**src/rtl/pc_fetch.sv**
```systemverilog
// pc_fetch: architectural program counter and instruction-fetch sequencer.
// Latches the selected next PC on controller command and runs the
// instruction-memory read handshake for the current PC. It keeps the fetched
// word in the instruction register and reports misaligned or timed-out
// fetches as one-cycle exception pulses.
module pc_fetch #(
  parameter logic [31:0] RESET_PC = 32'h0000_3000,
  parameter int          TIMEOUT  = 16
) (
  input  logic        clk,
  input  logic        rst_n,
  input  logic [31:0] pc_next,
  input  logic        pc_wr,
  input  logic        fetch_req,
  output logic        imem_req,
  output logic [31:0] imem_addr,
  input  logic [31:0] imem_rdata,
  input  logic        imem_ready,
  output logic [31:0] pc_now,
  output logic [31:0] ir,
  output logic        ir_valid,
  output logic        busy,
  output logic        fetch_exc,
  output logic [1:0]  exc_code
);

  typedef enum logic {
    IDLE = 1'b0,
    REQ  = 1'b1
  } state_t;

  localparam logic [7:0] TMO_LIMIT = 8'(TIMEOUT);
  localparam logic [1:0] EXC_MISALIGN = 2'b01;
  localparam logic [1:0] EXC_TIMEOUT  = 2'b10;

  state_t      state;
  state_t      state_nxt;

  logic [31:0] pend_pc;
  logic        pend_vld;
  logic [7:0]  tmo_cnt;

  logic [31:0] pc_eff;
  logic        misaligned;
  logic        fetch_accept;
  logic        misalign_exc;
  logic [7:0]  tmo_cnt_inc;
  logic        req_done;
  logic        req_timeout;
  logic        req_exit;
  logic        pend_take;
  logic [31:0] pend_take_pc;

  // Saturating 8-bit increment for the REQ-cycle counter.
  function automatic logic [7:0] sat_inc8(input logic [7:0] v);
    sat_inc8 = (v == 8'hFF) ? v : v + 8'd1;
  endfunction

  // Decode of the current cycle's events, shared by every register below.
  always_comb begin
    pc_eff       = pc_wr ? pc_next : pc_now;
    misaligned   = (pc_eff[1:0] != 2'b00);
    fetch_accept = (state == IDLE) && fetch_req && !misaligned;
    misalign_exc = (state == IDLE) && fetch_req && misaligned;
    tmo_cnt_inc  = sat_inc8(tmo_cnt);
    req_done     = (state == REQ) && imem_ready;
    req_timeout  = (state == REQ) && !imem_ready && (tmo_cnt_inc == TMO_LIMIT);
    req_exit     = req_done || req_timeout;
    // A pc_wr on the exit edge itself is the newest pending value.
    pend_take    = pc_wr || pend_vld;
    pend_take_pc = pc_wr ? pc_next : pend_pc;
  end

  // FSM state register.
  always_ff @(posedge clk or negedge rst_n) begin
    if (!rst_n) begin
      state <= IDLE;
    end else begin
      state <= state_nxt;
    end
  end

  // FSM next-state logic.
  always_comb begin
    state_nxt = state;
    case (state)
      IDLE: if (fetch_accept) state_nxt = REQ;
      REQ:  if (req_exit)     state_nxt = IDLE;
      default: state_nxt = IDLE;
    endcase
  end

  // FSM Moore outputs: the request follows the state alone.
  always_comb begin
    imem_req  = (state == REQ);
    busy      = (state == REQ);
    imem_addr = pc_now;
  end

  // Architectural PC and the deferred write captured while a fetch is in flight.
  always_ff @(posedge clk or negedge rst_n) begin
    if (!rst_n) begin
      pc_now   <= RESET_PC;
      pend_pc  <= '0;
      pend_vld <= 1'b0;
    end else if (state == IDLE) begin
      if (pc_wr) begin
        pc_now <= pc_next;
      end
    end else if (req_exit) begin
      if (pend_take) begin
        pc_now <= pend_take_pc;
      end
      pend_vld <= 1'b0;
    end else if (pc_wr) begin
      pend_pc  <= pc_next;
      pend_vld <= 1'b1;
    end
  end

  // REQ-cycle counter, cleared when a fetch is accepted.
  always_ff @(posedge clk or negedge rst_n) begin
    if (!rst_n) begin
      tmo_cnt <= '0;
    end else if (fetch_accept) begin
      tmo_cnt <= '0;
    end else if ((state == REQ) && !req_exit) begin
      tmo_cnt <= tmo_cnt_inc;
    end
  end

  // Instruction register; valid only while it matches the current PC.
  always_ff @(posedge clk or negedge rst_n) begin
    if (!rst_n) begin
      ir       <= '0;
      ir_valid <= 1'b0;
    end else if (state == IDLE) begin
      if (pc_wr || misalign_exc) begin
        ir_valid <= 1'b0;
      end
    end else if (req_done) begin
      ir       <= imem_rdata;
      // A pending PC lands on this same edge, so the word no longer matches.
      ir_valid <= !pend_take;
    end else if (req_timeout) begin
      ir_valid <= 1'b0;
    end
  end

  // Exception pulse and sticky exception code.
  always_ff @(posedge clk or negedge rst_n) begin
    if (!rst_n) begin
      fetch_exc <= 1'b0;
      exc_code  <= 2'b00;
    end else begin
      fetch_exc <= misalign_exc || req_timeout;
      if (misalign_exc) begin
        exc_code <= EXC_MISALIGN;
      end else if (req_timeout) begin
        exc_code <= EXC_TIMEOUT;
      end
    end
  end

endmodule

```
**config.mk**
```make
export PLATFORM = sky130hd
export DESIGN_NAME = pc_fetch
export DESIGN_NICKNAME = d
export VERILOG_FILES = /design/src/rtl/pc_fetch.sv
export SDC_FILE = /design/constraint.sdc
export NUM_CORES = 1
export LEC_CHECK = 0
export ABC_AREA = 1
export CAP_MARGIN = 20
export CORE_UTILIZATION = 43
export CTS_BUF_LIST = sky130_fd_sc_hd__clkbuf_8
export CTS_CLUSTER_SIZE = 8
export DETAILED_ROUTE_END_ITERATION = 6
export MAX_ROUTING_LAYER = met4
export PLACE_DENSITY_LB_ADDON = 0.2
export SYNTH_ARGS = -nofsm -noshare
export SYNTH_HDL_FRONTEND = slang
export SYNTH_SLANG_ARGS = --single-unit
```
**constraint.sdc**
```tcl
create_clock -name clk -period 1.7 [get_ports clk]
set_input_delay 0.17 -clock clk [delete_from_list [all_inputs] [get_ports clk]]
set_output_delay 0.17 -clock clk [all_outputs]
set_load 0.1 [all_outputs]
```
==> flow_metrics.tcl <==
set metrics [dict create \
    start_kind "register" \
    antenna_found_initial 0 \
    violations "setup timing" \
    seq_area_frac_synth_pct 52.1 \
    period_minus_slack_ns 1.99 \
    cap_violations 0 \
    ctsRootBufferMaster "clkbuf_8" \
    syn_area_um2 5290 \
    synth-seq-cells 110 \
    required_ns 1.96 \
    syn_area_per_cell_um2 7.86 \
    regToRegStartpoint "tmo_cnt[1]" \
    syn_inst 672 \
    grt_max_degree 43 \
    final_util_pct 65.6 \
    final_nets 912 \
    antenna_cells 0 \
    crit_arrival_ns 2.25 \
    overflow 0 \
    io_pins 171 \
    criticalPathCategory "reg -> reg" \
    r2r_slack_ns -0.29 \
    fillCellCount 996 \
    wl_um 14400 \
    status "complete, but fails checks" \
    antenna_left 0 \
    grt_pass1_vias 4907 \
    post-route-drc-count 0 \
    synth_top_cell_area_share_pct 51.1 \
    die_w_um 113 \
    area_growth_pct 49.0 \
    final.setup.worst_slack_ns -0.287 \
    hold_viol_final 0 \
    rows 40 \
    synth_warnings 0 \
    cts.path.max_buffers 2 \
    slew_violations 0 \
    start_util_pct 44.0 \
    r2r.worst_path.cells 14 \
    setup_viol 78 \
    vias 5088 \
    rsz0062_at_grt "true" \
    fp.dieH_um 113 \
    drt_pass1_iterations 5 \
    cts_sinks 110 \
    grt_pass1_wl_um 23100 \
    clock_latency_ns 0.37 \
    seq_area_um2 2760 \
    core_um2 12000 \
    dpl.hpwl_um 9940 \
    drt_iter0_drc 331 \
    cts_made_buffers 9 \
    r2r_end "ir_valid" \
    htree_levels 3 \
    clk_pin_slew_ns 0.10 \
    place_congestion 0.920 \
    tightest_slew_ns 0.422 \
    critical_path.max_fanout 7 \
    period_share_pct 117 \
    port_buffers 170 \
    wl_per_cell_um 14.5 \
    synth_nets 742 \
    hp-class "in -> async" \
    fin_tns_setup_ns -18.75 \
    via_per_inst 5.12 \
    synth_top_area_cell "dfrtp_1" \
    multi_input_area_um2 2230 \
    synth_cell_type_count 27 \
    dieArea_um2 12700 \
    grtUsageTotal_pct 23.5 \
    yosys-top-cells-area "dfrtp_1 (51%), nand2_1 (25%), buf_4 (5.1%)" \
    fmax_mhz 503 \
    crit_path_end_kind "register" \
    slew_headroom_pct 71.9 \
    clock_skew_ns 0.00943 \
    cts_tree "yes" \
    drive_gt1_share_pct 26.6 \
]
## stage by stage
stage               hold WS (ns)  area (um^2)  cells  setup WS (ns)
floorplan                 -0.126         5310    672         -0.121
global placement           0.133         7320    965         -0.214
detailed placement         0.132         7320    965         -0.291
CTS                        0.277         7650    989         -0.228
global route               0.303         7880    994         -0.422
finish                     0.274         7880    994         -0.287
## cells in the mapped netlist
cell type  count
buf_4         36
ha_1           1
nor2_4         1
xnor2_1        1
clkbuf_1      24
nor2_2         3
o21ai_0       12
nand2_4        1
and3_1         1
a21oi_1        3
a21boi_0       1
nand3_1       48
nor2_1        12
and2_1         1
buf_6          6
nand3_2        1
buf_1          1
inv_1         14
buf_2          2
dfrtp_1      108
clkinv_1       2
dfstp_2        2
nand4_1       32
o21ai_1        5
nand2_1      350
nand2_2        3
nand3_4        1
## placed cells by master, fill, tap and decap left out, drive strengths merged
master         netlist  routed
dfstp                2       2
dfrtp              108     108
nand4               32      32
nand3               50      50
nand2              354     354
clkbuf              24      12
nor2                16      16
buf                 45     157
inv                 14      16
a21boi               1       1
a21oi                3       3
and3                 1       1
xnor2                1       1
ha                   1       1
o21ai               17      17
and2                 1       1
clkdlybuf4s50        0      67
dlygate4sd3          0       1
clkinv               2       7
## area by class of cell
cell class,instances,share of cell area [%]
repair buffers,228,31.5
clock inverters,7,0.524
clock buffers,9,1.57
flip-flops and latches,110,35.0
well taps,147,2.34
multi-input cells,477,28.3
inverters,16,0.763
## registers in the layout, summed over array words and instances (netlist names)
name       count
imem_addr     32
ir            32
pend_pc       32
tmo_cnt        8
exc_code       2
busy           1
fetch_exc      1
ir_valid       1
pend_vld       1
## worst max-delay path: stages (launching register included)
cell and delay, ns:
dfrtp_1 0.43, ha_4 0.18, inv_2 0.04, nor2_4 0.18, nand2_4 0.12, nand2_4 0.11
o21ai_4 0.07, nor2_4 0.11, nand3_4 0.12, nand2_8 0.09, buf_8 0.14, buf_12 0.13
o21ai_2 0.05, nand2_1 0.06, nand2_1 0.05
## routing by layer
| layer | vias up | part of all wire, % | GRT usage, % |
|---|---|---|---|
| met5 | - | 0 | - |
| met4 | 0 | 2.3 | 9.39 |
| met3 | 26 | 7.4 | 3.75 |
| met2 | 252 | 48 | 37.2 |
| met1 | 2375 | 42 | 30.3 |
| li1 | 2435 | - | - |
## logic make-up (layout without fill, tap and decap cells)
| family | Yosys count | in the layout | synth area share (%) |
|---|---|---|---|
| AO/OA/AOI/OAI | 21 | 21 | 2.04 |
| adder cells (fa/ha/maj) | 1 | 1 | 0.237 |
| flip-flops | 110 | 110 | 52.1 |
| buffers and inverters | 85 | 260 | 9.49 |
| XOR/XNOR | 1 | 1 | 0.166 |
| AND/OR/NAND/NOR | 454 | 454 | 35.9 |
## how the worst max path moves through the flow
stage,cells after the start,start,to,slack (ns)
detailed placement,12,tmo_cnt[1],imem_addr[26],-0.29
floorplan,14,tmo_cnt[1],imem_addr[0],-0.12
finish,14,tmo_cnt[1],ir_valid,-0.29
global route,13,tmo_cnt[1],tmo_cnt[1],-0.42
global placement,13,tmo_cnt[1],imem_addr[19],-0.21
CTS,13,tmo_cnt[0],imem_addr[11],-0.23
## repair_timing
item | CTS | global route
hold buffers | 1 | 0
setup buffers | 5 | 2
gates cloned | 2 | 3
resized for setup | 24 | 39
endpoints found under the hold margin | 30 | 0
endpoints found under the setup margin | 78 | 78
pin swaps | 11 | 11
Power is not shown: default switching activity piles up to over one toggle a cycle in this logic, so the estimate is an artifact.
